--- config.mk ---
export PLATFORM = sky130hd
export DESIGN_NAME = shift_chain_p
export DESIGN_NICKNAME = d
export VERILOG_FILES = /design/src/rtl/shift_chain_pkg.sv /design/src/rtl/shift_stage.sv /design/src/rtl/shift_chain_p.sv
export SDC_FILE = /design/constraint.sdc
export NUM_CORES = 1
export LEC_CHECK = 0
export ABC_AREA = 1
export CORE_MARGIN = 2
export CORE_UTILIZATION = 35
export CTS_CLUSTER_DIAMETER = 200
export DETAILED_ROUTE_END_ITERATION = 16
export PLACE_DENSITY_LB_ADDON = 0.12
export SLEW_MARGIN = 40
export SYNTH_ARGS = -nofsm -noshare
export SYNTH_HDL_FRONTEND = slang
export SYNTH_HIERARCHICAL = 1
export SYNTH_SLANG_ARGS = --single-unit
export TNS_END_PERCENT = 5
--- constraint.sdc ---
create_clock -name clk -period 1.3 [get_ports clk]
set_clock_uncertainty 0.1 [all_clocks]
set_input_delay 0.195 -clock clk [delete_from_list [all_inputs] [get_ports clk]]
set_output_delay 0.195 -clock clk [all_outputs]
set_load 0.1 [all_outputs]
--- src/rtl/shift_chain_pkg.sv ---
// shift_chain_pkg: shared types and helpers for the
// parametrised multi-word shift chain.
package shift_chain_pkg;

  typedef enum logic [1:0] {
    FWD  = 2'b00,
    REV  = 2'b01,
    ROTF = 2'b10,
    ROTR = 2'b11
  } shift_mode_e;

  function automatic int fill_width(int depth);
    return $clog2(depth + 1);
  endfunction

endpackage

--- src/rtl/shift_stage.sv ---
// shift_stage: one WIDTH-bit word of the chain.
// Priority clr > ld > en > hold.
module shift_stage #(
  parameter int WIDTH = 4
) (
  input  logic             clk,
  input  logic             rst_n,
  input  logic             clr,
  input  logic             ld,
  input  logic             en,
  input  logic [WIDTH-1:0] pin_k,
  input  logic [WIDTH-1:0] left_i,
  input  logic [WIDTH-1:0] right_i,
  input  logic             sel_left,
  output logic [WIDTH-1:0] q
);

  logic [WIDTH-1:0] word_d;
  logic [WIDTH-1:0] word_q;

  // next word: clear, load, take a neighbour, or hold
  always_comb begin
    word_d = word_q;
    if (clr)     word_d = '0;
    else if (ld) word_d = pin_k;
    else if (en) word_d = sel_left ? left_i : right_i;
  end

  // word register
  always_ff @(posedge clk or negedge rst_n) begin
    if (!rst_n) word_q <= '0;
    else        word_q <= word_d;
  end

  assign q = word_q;

endmodule

--- src/rtl/shift_chain_p.sv ---
// shift_chain_p: parametrised shift/rotate delay line
// with parallel load, clear and fill tracking.
module shift_chain_p
  import shift_chain_pkg::*;
#(
  parameter int WIDTH = 4,
  parameter int DEPTH = 9,
  parameter int CW    = fill_width(DEPTH)
) (
  input  logic             clk,
  input  logic             rst_n,
  input  logic             en,
  input  logic [1:0]       mode,
  input  logic             clr,
  input  logic             ld,
  input  logic [WIDTH-1:0] pin [0:DEPTH-1],
  input  logic [WIDTH-1:0] si,
  output logic [WIDTH-1:0] so,
  output logic [WIDTH-1:0] out [0:DEPTH-1],
  output logic [CW-1:0]    fill,
  output logic             full,
  output logic             so_vld
);

  shift_mode_e      mode_e;
  logic             sel_left;
  logic             is_shift;
  logic [WIDTH-1:0] left_end;
  logic [WIDTH-1:0] right_end;
  logic [WIDTH-1:0] left_w  [0:DEPTH-1];
  logic [WIDTH-1:0] right_w [0:DEPTH-1];
  logic [CW-1:0]    fill_d;
  logic [CW-1:0]    fill_q;

  assign mode_e    = shift_mode_e'(mode);
  assign sel_left  = (mode_e == FWD) || (mode_e == ROTF);
  assign is_shift  = (mode_e == FWD) || (mode_e == REV);
  assign left_end  = (mode_e == ROTF) ? out[DEPTH-1] : si;
  assign right_end = (mode_e == ROTR) ? out[0] : si;

  // neighbour words; end stages see si or the wrap word
  always_comb begin
    left_w[0]        = left_end;
    right_w[DEPTH-1] = right_end;
    for (int k = 1; k < DEPTH; k++) begin
      left_w[k]    = out[k-1];
      right_w[k-1] = out[k];
    end
  end

  for (genvar k = 0; k < DEPTH; k++) begin : g_stage
    shift_stage #(.WIDTH(WIDTH)) u_stage (
      .clk      (clk),
      .rst_n    (rst_n),
      .clr      (clr),
      .ld       (ld),
      .en       (en),
      .pin_k    (pin[k]),
      .left_i   (left_w[k]),
      .right_i  (right_w[k]),
      .sel_left (sel_left),
      .q        (out[k])
    );
  end

  // fill count: saturating, only shifts bring words in
  always_comb begin
    fill_d = fill_q;
    if (clr)
      fill_d = '0;
    else if (ld)
      fill_d = CW'(DEPTH);
    else if (en && is_shift && !full)
      fill_d = fill_q + CW'(1);
  end

  // fill register
  always_ff @(posedge clk or negedge rst_n) begin
    if (!rst_n) fill_q <= '0;
    else        fill_q <= fill_d;
  end

  assign fill   = fill_q;
  assign full   = (fill_q == CW'(DEPTH));
  assign so     = sel_left ? out[DEPTH-1] : out[0];
  assign so_vld = en & ~clr & ~ld & full & is_shift;

endmodule

==> summary.md, run 1 <==
| Metric | Value |
|---|---|
| WS Path Type | flop to primary output |
| Clock sink total | 40 |
| Number of fill cells | 710 |
| Vias in the first global route | 3205 |
| Post-DRT Antenna Nets | 0 |
| Overflow after GRT | 0 |
| GR Util All Layers | 21.6% |
| CTS Buf Count | 5 |
| CP arrival | 1370 ps |
| Post-Syn Area per Cell | 6.47 um^2 |
| Ant diodes | 0 |
| CP Max Fanout | 3 |
| Starting Density | 36.3% |
| Post-route clock period utilization | 128% |
| DR WL/cell | 13.6 um |
| Final WL | 8990 um |
| First-pass GRT wire length | 15100 um |
| Max Cap Violations | 0 |
| Max Clk Rate | 599 MHz |
| Chip width | 93.8 um |
| Clock transition at the registers of the reported paths | 80 ps |
| RR Endpoint | fill[1]$_DFFE_PN0P_ |
| RSZ-0062 raised after global routing | true |
| Yosys reg bits | 40 |
| Post-Syn Area | 2820 um^2 |
| DRT iter0 DRCs | 149 |
| Power per cell area | 974 nW/um^2 |
| Setup slack, reg-to-reg | -110 ps |
| Total I/O pin count | 93 |
| Leading cell type in the layout, fill and taps excluded | nand2_1 |
| RePlAce Congestion | 0.854 |
| Post-synth cell types | 20 |
| CTS tree | built |
| Setup Viol. Count Final | 15 |
| Synth area leaders | dfrtp_1 (35%), nand2_1 (26%), nor2_1 (9.7%), nand3_1 (7.4%), o21ai_4 (5.2%) |
| Row cnt | 32 |
| Layout area overhead | 70.9% |
| Port bufs | 92 |
| Router iterations before antenna repair | 4 |
| Status | complete, but fails checks |
| Die ar. | 8800 um^2 |
| Setup TNS | -1730 ps |
| Max-slew headroom | 82.0% |
| Met2 Use GR | 37.6% |
| Required @ worst endpoint | 1000 ps |
| Fin. max-slew vios | 0 |
| Met1 usage | 27.7% |
| Share of cells above drive strength 1 | 26.8% |
| Final Hold Slack | 236 ps |
| Clock Path Buffers | 2 |
| Via/cell ratio | 4.78 |
| Violated checks | negative setup slack |
| Reg2reg path depth | 8 |
| Final nets | 607 |
| Total number of vias | 3161 |
| Worst setup SP type | flop |
| Hold Crit Class | primary input to flop |
| CTS Root Cell | clkbuf_8 |
| Final hold vios | 0 |
| Largest net degree at the start of global routing | 41 |
| Mapped Cells | 436 |
| Top-area cell type share of the netlist area | 35.5% |
| YS warnings | 6 |
| Setup crit end kind | primary output |
| Highest-count cells in the layout ignoring fill and taps | nand2_1 (195), nor2_1 (72), buf_12 (50), nand3_1 (42), clkdlybuf4s50_1 (42) |
| H-tree levels | 2 |
| Max VDD drop | 0.533 mV |
| Pre-CTS setup slack | -396 ps |
| R2r startpoint | fill[1]$_DFFE_PN0P_ |
| Worst-skew pair later-pin latency | 290 ps |
| Synthesized Nets | 485 |
| DRC viols | 0 |
| CP startpoint | fill[1]$_DFFE_PN0P_ |
| DP Wirelength | 6870 um |
| Crit path to | so_vld |
| DP Area | 4620 um^2 |
| Routing usage on met3 | 3.53% |
| CORE AREA | 7770 um^2 |
| Tmin final | 1670 ps |
| Sequential share of the synthesized area | 35.5% |
| Post-route cell area | 4820 um^2 |
| GRT Max-Usage Layer | met2 |
| Initial antenna violation count | 0 |
| Die height | 93.8 um |
| Pleak | 2.28 nW |
| PnR worst setup slack | -369 ps |
| Yosys top cell by area | dfrtp_1 |
| Worst-margin pin slew | 268 ps |
worst min-delay path by stage:
stage          start  cells after the start             endpoint  slack, ps
3_3_place_gp   rst_n                      2  fill[3]$_DFFE_PN0P_         90
3_5_place_dp   rst_n                      2  fill[3]$_DFFE_PN0P_         90
4_1_cts           ld                      4  fill[1]$_DFFE_PN0P_        240
2_1_floorplan  rst_n                      0  fill[2]$_DFFE_PN0P_       -200
5_1_grt           ld                      4  fill[1]$_DFFE_PN0P_        280
6_report          ld                      4  fill[1]$_DFFE_PN0P_        240
stage by stage:
| step | util (%) | total power, W | cells |
|---|---|---|---|
| final | 62.1 | 0.00470 | 661 |
| after global routing | 62.1 | 0.00493 | 661 |
| after CTS | 61.4 | 0.00471 | 661 |
| after detailed placement | 59.4 | 0.00366 | 650 |
| after global placement | 59.4 | 0.00365 | 650 |
| after floorplan | - | 0.00270 | 436 |
registers in the layout (all words and copies together) (netlist names):
signal             flops
g_stage.u_stage/q     36
fill                   4
where the power goes:
group | internal, W | total (W) | leakage [nW] | switching, W
sequential | 0.00135 | 0.00152 | 0.499 | 0.000174
clock | 0.000569 | 0.00103 | 0.0541 | 0.000458
combinational | 0.000812 | 0.00215 | 1.73 | 0.00134
total | 0.00273 | 0.00470 | 2.28 | 0.00197
what timing repair did:
item	in CTS	in global routing
hold endpoints to repair	40	0
buffers inserted	2	0
resized for setup	11	21
hold buffers	1	0
pin swaps	2	1
endpoints found under the setup margin	44	46
Yosys cell counts:
library cell / instances
nor2_1: 73
mux2_4: 4
nand4_1: 2
o21ai_4: 9
nand2_2: 2
o21ai_1: 1
nor3_2: 9
nand3_2: 1
nor3_1: 1
inv_1: 30
dfrtp_1: 40
inv_2: 10
ha_1: 2
nand3_1: 42
nand2_1: 196
a21oi_1: 2
o21ai_0: 8
buf_6: 1
nand2_4: 1
nor2_2: 2
layer usage:
layer | wire (um) | up-vias
met5 | 0 | -
met4 | 123 | 0
met3 | 434 | 11
met2 | 4450 | 98
met1 | 3990 | 1447
li1 | - | 1605
cell type report:
class | instances | area (um^2) | area share [%]
clock buffer | 5 | 68.8 | 1.43
clock inverter | 3 | 42.5 | 0.882
inverter | 40 | 159 | 3.29
multi-input combinational | 355 | 1770 | 36.6
sequential | 40 | 1030 | 21.4
tap | 102 | 128 | 2.65
timing repair buffer | 116 | 1630 | 33.7
logic make-up (layout without fill, tap and decap cells):
family                     count (synthesis)  in the layout  share of synthesized area, %
and+or+nand+nor                          329            329                          48.7
buffers and inverters                     41            164                          5.72
DFF                                       40             40                          35.5
AOI/OAI and AO/OA                         20             20                          7.14
muxes                                      4              4                          2.13
adders and majority gates                  2              2                         0.886
critical path: stages (launching register included):
cell and delay, ps:
dfrtp_4 500, inv_4 70, ha_4 130, nand3_4 100
nor2_4 110, buf_12 180
(Power assumes the default switching activity.)
==> inputs of run 2 (changes only) <==
- CORE_UTILIZATION: 35 -> 45
- HOLD_SLACK_MARGIN: unset -> 0.15
==> run 2 against run 1 <==
Net effect:
- the run still ends with negative setup slack left
- non-clock buffer count is 1 higher
- power up 1.7%
- via count grew 5.4%
- die area shrank 21%
- cell count shrank 3.9%
- maximum frequency down 1.3%
- clock-buffer cell count is 1 higher
- utilization grew 18 points
- largest power group unchanged
- global-route usage increased by 4.1 points
==> summary.md, run 2 (synthesis gave the netlist of run 1 again) <==
| Metric | Value |
|---|---|
| Clock sink total | 40 |
| Share of cells above drive strength 1 | 27.0% |
| Row cnt | 28 |
| Ant diodes | 0 |
| Required @ worst endpoint | 1000 ps |
| Initial antenna violation count | 0 |
| Final nets | 608 |
| Max-slew headroom | 80.3% |
| Seq pwr share | 31.9% |
| Clock Path Buffers | 2 |
| Clk network pwr share | 22.7% |
| Post-route cell area | 4820 um^2 |
| DP Wirelength | 6690 um |
| DR WL/cell | 14.2 um |
| Crit-path cells | inv_4, ha_4, nand3_4, nor2_4, buf_12 |
| Clock transition at the registers of the reported paths | 80 ps |
| CORE AREA | 5990 um^2 |
| CTS Buf Count | 5 |
| Starting Density | 47.1% |
| Worst path slowest cell | dfrtp_4 |
| Largest net degree at the start of global routing | 46 |
| Tmin final | 1690 ps |
| Via/cell ratio | 5.25 |
| Setup Viol. Count Final | 16 |
| Max Cap Violations | 0 |
| Router iterations before antenna repair | 5 |
| Worst-margin pin slew | 294 ps |
| First-pass GRT wire length | 14900 um |
| CP arrival | 1400 ps |
| CP Max Fanout | 4 |
| Total number of vias | 3333 |
| Largest register FFs | 36 |
| Logic pwr share | 45.4% |
| Port bufs | 92 |
| Reg2reg path depth | 7 |
| Final core occ | 80.5% |
| Worst-skew pair later-pin latency | 290 ps |
| Worst setup SP type | flop |
| Post-DRT Antenna Nets | 0 |
| Sw frac | 41.3% |
| Overflow after GRT | 0 |
| DRT iter0 DRCs | 232 |
| Final WL | 9000 um |
| Setup TNS | -1620 ps |
| Final hold vios | 0 |
| NetSw | 0.00197 W |
| Die ar. | 6920 um^2 |
| Power per cell area | 991 nW/um^2 |
| Die height | 83.2 um |
| Highest-count cells in the layout ignoring fill and taps | nand2_1 (193), nor2_1 (72), buf_12 (52), nand3_1 (42), clkdlybuf4s50_1 (42) |
| WS Path Type | flop to primary output |
| Violated checks | negative setup slack |
| DRC viols | 0 |
| H-tree levels | 2 |
| R2r startpoint | fill[1]$_DFFE_PN0P_ |
| Post-route clock period utilization | 130% |
| Pleak | 2.30 nW |
| Crit-path leading delay family | flip-flops |
| Bufs and invs on worst path | 2 |
| RR Endpoint | fill[0]$_DFFE_PN0P_ |
| Total power | 0.00478 W |
| Final Hold Slack | 292 ps |
| CTS Root Cell | clkbuf_8 |
| RePlAce Congestion | 0.924 |
| Leading cell type in the layout, fill and taps excluded | nand2_1 |
| CP max stage delay | 490 ps |
| Vias in the first global route | 3292 |
| Total I/O pin count | 93 |
| Setup crit end kind | primary output |
| Fin. max-slew vios | 0 |
| GR Util All Layers | 25.7% |
| Setup slack, reg-to-reg | -30 ps |
| Hold Crit Class | primary input to async pin |
| Internal power | 0.00280 W |
| CTS tree | built |
| PnR worst setup slack | -390 ps |
| Chip width | 83.2 um |
| Status | complete, but fails checks |
| Max Clk Rate | 592 MHz |
| DP Area | 4610 um^2 |
| RSZ-0062 raised after global routing | true |
| Max VDD drop | 0.609 mV |
| Layout area overhead | 70.8% |
run 2: cell count changes in the layout (fill, tap and decap cells not counted), sizes merged:
| cell | before | now |
|---|---|---|
| buf | 71 | 72 |
| clkdlybuf4s15 | 0 | 1 |
| clkinvlp | 2 | 1 |
run 2: what timing repair did:
item,in CTS,in global routing
hold buffers,1,0
hold endpoints to repair,40,0
buffers inserted,3,0
gates resized for setup,20,9
cloned,0,0
pin swaps,3,2
setup endpoints to repair,55,29
run 2: worst max path at each step:
| stage | slack, ps | end | cells after the start | startpoint |
|---|---|---|---|---|
| final | -390 | so_vld | 5 | fill[1]$_DFFE_PN0P_ |
| after detailed placement | -390 | so[3] | 5 | mode[0] |
| after global routing | -440 | so_vld | 5 | fill[1]$_DFFE_PN0P_ |
| after global placement | -380 | so[0] | 5 | mode[0] |
| after CTS | -400 | so_vld | 5 | fill[1]$_DFFE_PN0P_ |
| after floorplan | -480 | so_vld | 4 | fill[1]$_DFFE_PN0P_ |
run 2: worst min-delay path, delay by kind of cell:
family,cells,cell delay (ps)
buf+inv,3,860
run 2: power groups by stage:
stage | registers (W) | logic (W) | clock network (W)
2_1_floorplan | 0.00216 | 0.000545 | 0
3_3_place_gp | 0.00153 | 0.00210 | 0
3_5_place_dp | 0.00153 | 0.00213 | 0
4_1_cts | 0.00151 | 0.00216 | 0.00110
5_1_grt | 0.00153 | 0.00227 | 0.00115
6_report | 0.00152 | 0.00217 | 0.00109
run 2: final cells by class:
class,count,area (um^2)
inverter,40,159
multi-input combinational,355,1740
fill,384,1170
timing repair buffer,117,1670
tap,75,93.8
sequential,40,1030
clock inverter,2,38.8
clock buffer,6,82.6
run 2: stage by stage:
step | std cells | setup slack (ps)
final | 635 | -390
after global routing | 635 | -441
after CTS | 635 | -398
after detailed placement | 623 | -393
after global placement | 623 | -381
after floorplan | 436 | -477
run 2: routing by layer:
layer	track usage, %	vias up	wire (um)
li1	-	1609	-
met1	32.8	1553	3730
met2	44.7	161	4510
met3	3.48	10	642
met4	8.35	0	108
met5	0	-	0
